**src/rtl/cpu_pkg.sv**
```systemverilog
// Shared constants for the sequencer CPU datapath: comparison codes and
// well-known register indices.
package cpu_pkg;

  localparam logic [7:0] CMP_LT = 8'd1;
  localparam logic [7:0] CMP_EQ = 8'd2;
  localparam logic [7:0] CMP_GT = 8'd3;

  localparam logic [3:0] REG_ZERO = 4'd0;
  localparam logic [3:0] REG_ARG  = 4'd1;
  localparam logic [3:0] REG_SYS  = 4'd8;
  localparam logic [3:0] REG_CMP  = 4'd9;
  localparam logic [3:0] REG_PC   = 4'd12;

endpackage

```
**src/rtl/dp_magnitude_cmp.sv**
```systemverilog
// Unsigned magnitude comparator producing the CPU comparison code
// (1 = less, 2 = equal, 3 = greater); code 0 is never produced.
module dp_magnitude_cmp
  import cpu_pkg::*;
#(
  parameter int WIDTH = 8
) (
  input  logic [WIDTH-1:0] i_a,
  input  logic [WIDTH-1:0] i_b,
  output logic [WIDTH-1:0] o_code
);

  // Equal is the default; the two strict orderings override it.
  always_comb begin
    o_code = WIDTH'(CMP_EQ);
    if (i_a < i_b) begin
      o_code = WIDTH'(CMP_LT);
    end else if (i_a > i_b) begin
      o_code = WIDTH'(CMP_GT);
    end
  end

endmodule

```
**src/rtl/cpu_datapath.sv**
```systemverilog
// Storage-and-compare datapath: 16 x 8 register file (2R/1W), 256 x 8 data
// RAM and a comparator whose result can be latched into the $cmp register.
// The sequencer owns all ids, addresses and enables; $pc is a plain register.
module cpu_datapath
  import cpu_pkg::*;
#(
  parameter int                  DATA_W     = 8,
  parameter int                  REG_ID_W   = 4,
  parameter int                  RAM_ADDR_W = 8,
  parameter logic [REG_ID_W-1:0] CMP_REG    = REG_CMP
) (
  input  logic                  clock,
  input  logic                  reset,
  input  logic [REG_ID_W-1:0]   read1_id,
  output logic [DATA_W-1:0]     read1_value,
  input  logic [REG_ID_W-1:0]   read2_id,
  output logic [DATA_W-1:0]     read2_value,
  input  logic [REG_ID_W-1:0]   write_id,
  input  logic [DATA_W-1:0]     write_value,
  input  logic [RAM_ADDR_W-1:0] ram_address,
  output logic [DATA_W-1:0]     ram_data,
  input  logic                  ram_write,
  input  logic [DATA_W-1:0]     ram_write_data,
  input  logic [DATA_W-1:0]     cmp_a,
  input  logic [DATA_W-1:0]     cmp_b,
  output logic [DATA_W-1:0]     cmp_out,
  input  logic                  cmp_store
);

  localparam int NUM_REGS  = 2 ** REG_ID_W;
  localparam int NUM_WORDS = 2 ** RAM_ADDR_W;

  logic [DATA_W-1:0] r_regs [NUM_REGS];
  // RAM powers up cleared and is deliberately left out of reset.
  logic [DATA_W-1:0] r_mem  [NUM_WORDS] = '{default: '0};

  logic [DATA_W-1:0] w_cmp_code;
  logic              w_reg_write;

  dp_magnitude_cmp #(
    .WIDTH (DATA_W)
  ) u_cmp (
    .i_a    (cmp_a),
    .i_b    (cmp_b),
    .o_code (w_cmp_code)
  );

  assign cmp_out = w_cmp_code;

  // Register 0 is hard-wired to zero on both read ports; no bypass on reads.
  assign read1_value = (read1_id == REG_ID_W'(REG_ZERO)) ? '0 : r_regs[read1_id];
  assign read2_value = (read2_id == REG_ID_W'(REG_ZERO)) ? '0 : r_regs[read2_id];
  assign ram_data    = r_mem[ram_address];

  // A normal write to the $cmp register loses to a simultaneous cmp_store.
  assign w_reg_write = (write_id != REG_ID_W'(REG_ZERO)) &&
                       !(cmp_store && (write_id == CMP_REG));

  // Register file update: reset clears everything and suppresses both writers.
  always_ff @(posedge clock) begin
    if (reset) begin
      for (int i = 0; i < NUM_REGS; i++) begin
        r_regs[i] <= '0;
      end
    end else begin
      if (w_reg_write) begin
        r_regs[write_id] <= write_value;
      end
      if (cmp_store) begin
        r_regs[CMP_REG] <= w_cmp_code;
      end
    end
  end

  // RAM write port, independent of reset.
  always_ff @(posedge clock) begin
    if (ram_write) begin
      r_mem[ram_address] <= ram_write_data;
    end
  end

endmodule

```
**config.mk**
```make
export PLATFORM = sky130hd
export DESIGN_NAME = cpu_datapath
export DESIGN_NICKNAME = d
export VERILOG_FILES = /design/src/rtl/cpu_pkg.sv /design/src/rtl/dp_magnitude_cmp.sv /design/src/rtl/cpu_datapath.sv
export SDC_FILE = /design/constraint.sdc
export NUM_CORES = 2
export LEC_CHECK = 0
export CORE_MARGIN = 3
export CORE_UTILIZATION = 55
export CTS_BUF_LIST = sky130_fd_sc_hd__clkbuf_2
export DETAILED_ROUTE_END_ITERATION = 7
export PLACE_DENSITY_LB_ADDON = 0.3
export RECOVER_POWER = 25
export REMOVE_ABC_BUFFERS = 1
export SYNTH_ARGS = -nofsm -noshare
export SYNTH_HDL_FRONTEND = slang
export SYNTH_SLANG_ARGS = --single-unit
```
**constraint.sdc**
```tcl
create_clock -name clock -period 4.75 [get_ports clock]
set_clock_uncertainty 0.15 [all_clocks]
set_input_delay 0.7125 -clock clock [delete_from_list [all_inputs] [get_ports clock]]
set_output_delay 0.7125 -clock clock [all_outputs]
set_load 0.005 [all_outputs]
```
* Word-level counts from Yosys, hierarchy flattened
Memory sizes are Yosys's and may differ from the RTL's. Cells that the tools add are included. W data, S select, Z words.
Storage, ports and cells: bits in registers 0, RAM bits 2176, memories kept 2
Memories:
- r_mem | depth 256, bits a word 8, read ports 1, clocked after memory_dff 0, write ports 1, RTL line cpu_datapath.sv:35 | logic [DATA_W-1:0] r_mem [NUM_WORDS] = '{default: '0};
- r_regs | depth 16, bits a word 8, read ports 2, clocked after memory_dff 0, write ports 16, RTL line cpu_datapath.sv:33 | logic [DATA_W-1:0] r_regs [NUM_REGS];
Cells by class: order comparisons 2, eq/ne operators 1, muxes and demuxes 18, bitwise logic cells 1, reductions and logical operators 7
Operator list (number):
- $mux W8 | 5
- $mux W1 | 12
- $gt A8 B8 Y1 | 1
- $logic_not A4 Y1 | 2
- $lt A8 B8 Y1 | 1
- $reduce_or A8 Y1 | 1
- $eq A4 B4 Y1 const B | 1
- $mux W4 | 1
- $reduce_bool A4 Y1 | 1
- $logic_and A1 B1 Y1 | 2
- $logic_not A1 Y1 | 1
- $or A1 B1 Y1 | 1

* Depth between registers and ports, before layout
depth after elaboration 9, depth in mapped cells 8

* By module
Synthesis repeated with hierarchy kept, for this count alone.
Unflattened totals: cell total of the unflattened synthesis 3996, area total of the unflattened synthesis 85499.5 um^2
Modules (own cells, without submodules):
- cpu_datapath | times used 1, cells each 3958, area an instance 85238.0 um^2, sequential area each 65342.7 um^2
- dp_magnitude_cmp | times used 1, cells each 38, area an instance 261.5 um^2, sequential area each 0.0 um^2

* Least setup slack after synthesis
No wires, ideal clock.
kind input to output, start point input ram_address[1], end point output ram_data[5], data arrival time 2.538 ns, required time 3.888 ns, setup slack 1.350 ns, cell stages on the path 8, cells stage by stage buf_2 -> clkbuf_1 -> clkbuf_1 -> mux4_2 -> a22oi_1 -> a21oi_1 -> o41ai_1 -> nand4_1
On the way: longest elaborated chain between the ends 1
Ends and longest elaborated chain:
- start, declared | RTL line cpu_datapath.sv:20 | input logic [RAM_ADDR_W-1:0] ram_address,
- $mem_v2 Z256 W8
- end, declared | RTL line cpu_datapath.sv:21 | output logic [DATA_W-1:0] ram_data,
Every way passes these cells.

* Worst setup path after layout
start point memory r_mem[207][7], end point output ram_data[7]
On the way: longest elaborated chain between the ends 1
Ends and longest elaborated chain (RTL line):
- start, declared | cpu_datapath.sv:35
- $mem_v2 Z256 W8
Every way passes these cells.

==> results_dict.tcl <==
set metrics [dict create \
    max_stage_delay_ns 0.48 \
    nets 4941 \
    grt_max_degree 175 \
    relSlewSlack_pct -169 \
    syn_to_final_growth_pct 14.1 \
    rows 144 \
    wl_per_cell_um 29.1 \
    synthMostInstantiatedCell "edfxtp_1" \
    portBuffers 81 \
    dr.pass1.iters 8 \
    cts_buffers 547 \
    cts_sinks 2176 \
    drv_cap 14 \
    violations "max-capacitance violations, max-slew violations, negative setup slack" \
    synth_ff_type "edfxtp_1" \
    tns_ns -1.48 \
    detailed_place_hpwl_um 128000 \
    cp_data_required_time_ns 3.89 \
    hold_path_depth 5 \
    end_kind "primary output" \
    worstMarginPinSlew_ns 4.04 \
    htree_levels 6 \
    drtIter0Drc 6066 \
    hp-class "in -> reg" \
    cpMaxStageDelayCell "mux4_2" \
    setup_ws_ns -0.297 \
    criticalPathCategory "reg -> out" \
    track_usage_pct 26.8 \
    start_kind "flip-flop" \
    routed_wl_um 211000 \
    placedInstanceArea_um2 91700 \
    core-area_um2 154000 \
    synth_seq_area_share_pct 76.5 \
    period_share_pct 106 \
    postSynthAreaPerCell_um2 21.4 \
    root_buffer "clkbuf_2" \
    drv_slew 1250 \
    cts_max_path_buffers 4 \
    status "complete, but fails checks" \
    die_y_um 400 \
    gp_congestion 0.871 \
    grt_pass1_wl_um 310000 \
    p_leak_nw 31.7 \
    path_buf_inv 2 \
    die_x_um 400 \
    netlist_top_cells_area "edfxtp_1 76%, mux4_2 16%, a22oi_1 2.3%" \
    crit_fanout 1 \
    holdWs_ns 0.226 \
    drive_gt1_share_pct 38.9 \
    arrival_ns 4.18 \
    hold_start "ram_address[0]" \
    io_pins 88 \
    yosys.area.top_type "edfxtp_1" \
    syn_area_um2 85500 \
    antenna_found_initial 3 \
    post-route-util_pct 63.2 \
    power_density_nw_per_um2 364 \
    initial_core_util_pct 55.4 \
    drc_errors 0 \
    syn_inst 3993 \
    finalCriticalPeriod_ns 5.05 \
    grt_pass1_vias 46500 \
    pre_cts_slack_ns -0.902 \
    viasPerCell 6.33 \
    grt_setup_unrepaired "true" \
    hold_violations 0 \
    fin_area_um2 97500 \
    setup_violations 8 \
    path_clk_slew_ns 0.10 \
    hold_end "r_mem[183][7]" \
    yosysTopAreaCellShare_pct 76.5 \
    ys_ff_latch 2176 \
    critPathTopFamily "compound AO/OA/AOI/OAI gates" \
    synth_edf_count 2176 \
    async_flop_share_pct 0 \
    grt-ovfl-total 0 \
    path_cells "mux4_2, a22oi_2, a21oi_4, o41ai_4, buf_4, nand4_1, buf_2" \
    ant_nets 0 \
    vias 46000 \
    clock.fmax_ghz 0.198 \
    cts_tree "built" \
    ys_types 31 \
    synthTopCellsByCount "2,176 x edfxtp_1, 592 x mux4_2, 257 x a22oi_1" \
    vdd_drop_max_mv 0.244 \
    yosys_warnings 0 \
    die-area_um2 160000 \
]
-- where the power goes --
| part | switching, W | internal [W] |
|---|---|---|
| sequential | 0.0000445 | 0.0212 |
| clock | 0.00715 | 0.00466 |
| combinational | 0.00140 | 0.000981 |
| total | 0.00860 | 0.0269 |
-- final cells by class --
class / count / area, um^2
timing repair buffer: 587 / 5190
sequential: 2176 / 65300
tap: 2044 / 2560
clock inverter: 117 / 642
fill: 10600 / 56800
antenna: 11 / 27.5
multi-input combinational: 1556 / 19800
inverter: 9 / 33.8
clock buffer: 768 / 3840
-- layout by cell type, fill, tap and decap left out, types with 16 or more instances in the layout --
| cell type | Yosys | final |
|---|---|---|
| nor2_1 | 250 | 249 |
| a21oi_1 | 131 | 86 |
| a21oi_2 | 0 | 36 |
| or2_2 | 17 | 17 |
| a22oi_1 | 257 | 179 |
| clkinv_1 | 0 | 83 |
| and2_1 | 121 | 117 |
| nor3_1 | 30 | 30 |
| mux4_2 | 592 | 592 |
| clkbuf_2 | 0 | 776 |
| buf_12 | 0 | 46 |
| clkdlybuf4s50_1 | 0 | 44 |
| dlygate4sd3_1 | 0 | 53 |
| nand2_1 | 29 | 29 |
| edfxtp_1 | 2176 | 2176 |
| nor2b_1 | 25 | 23 |
| nand3_1 | 18 | 18 |
| a22oi_2 | 0 | 78 |
| buf_4 | 17 | 391 |
| o41ai_2 | 0 | 18 |
| inv_2 | 0 | 16 |
-- stage by stage --
step	total power (W)	std cells
floorplan	0.0226	3741
global placement	0.0239	6322
detailed placement	0.0240	6323
CTS	0.0357	7258
global route	0.0369	7266
finish	0.0355	7268
-- state kept, by name, summed over array words and instances, names as in the netlist --
register	count
r_mem	2048
r_regs	128
-- how the worst max path moves through the flow --
stage	start	end	cells past startpoint
2_1_floorplan	ram_address[3]	r_mem[164][0]	3
3_3_place_gp	ram_address[0]	ram_data[4]	11
3_5_place_dp	ram_address[0]	ram_data[1]	11
4_1_cts	r_mem[221][7]	ram_data[7]	7
5_1_grt	r_mem[90][7]	ram_data[7]	7
6_report	r_mem[207][7]	ram_data[7]	7
-- what timing repair did --
item                        CTS  global route
pin swaps                    56            24
setup endpoints to repair    24             8
hold endpoints to repair   2446             0
hold buffers                 57             0
gates resized for setup     185            38
buffers inserted              1             0
-- logic make-up after synthesis --
kind of cell / after synthesis / share of synthesized area, %
AO/OA/AOI/OAI: 427 / 3.41
adder cells (fa/ha/maj): 8 / 0.117
buffers and inverters: 274 / 1.51
flip-flops: 2176 / 76.5
multiplexers: 592 / 15.6
other: 1 / 0.00439
AND/OR/NAND/NOR: 515 / 2.89
-- per-layer routing --
metal	track usage, %	share of wire, %	vias up	wire length [um]
met1	38.2	38	23700	80300
met3	5.85	10	455	21800
li1	-	-	18900	-
met5	0	0	-	0
met2	41.2	48	2932	102000
met4	10.3	3.6	0	7620
Power figures use the tool's default switching activity.
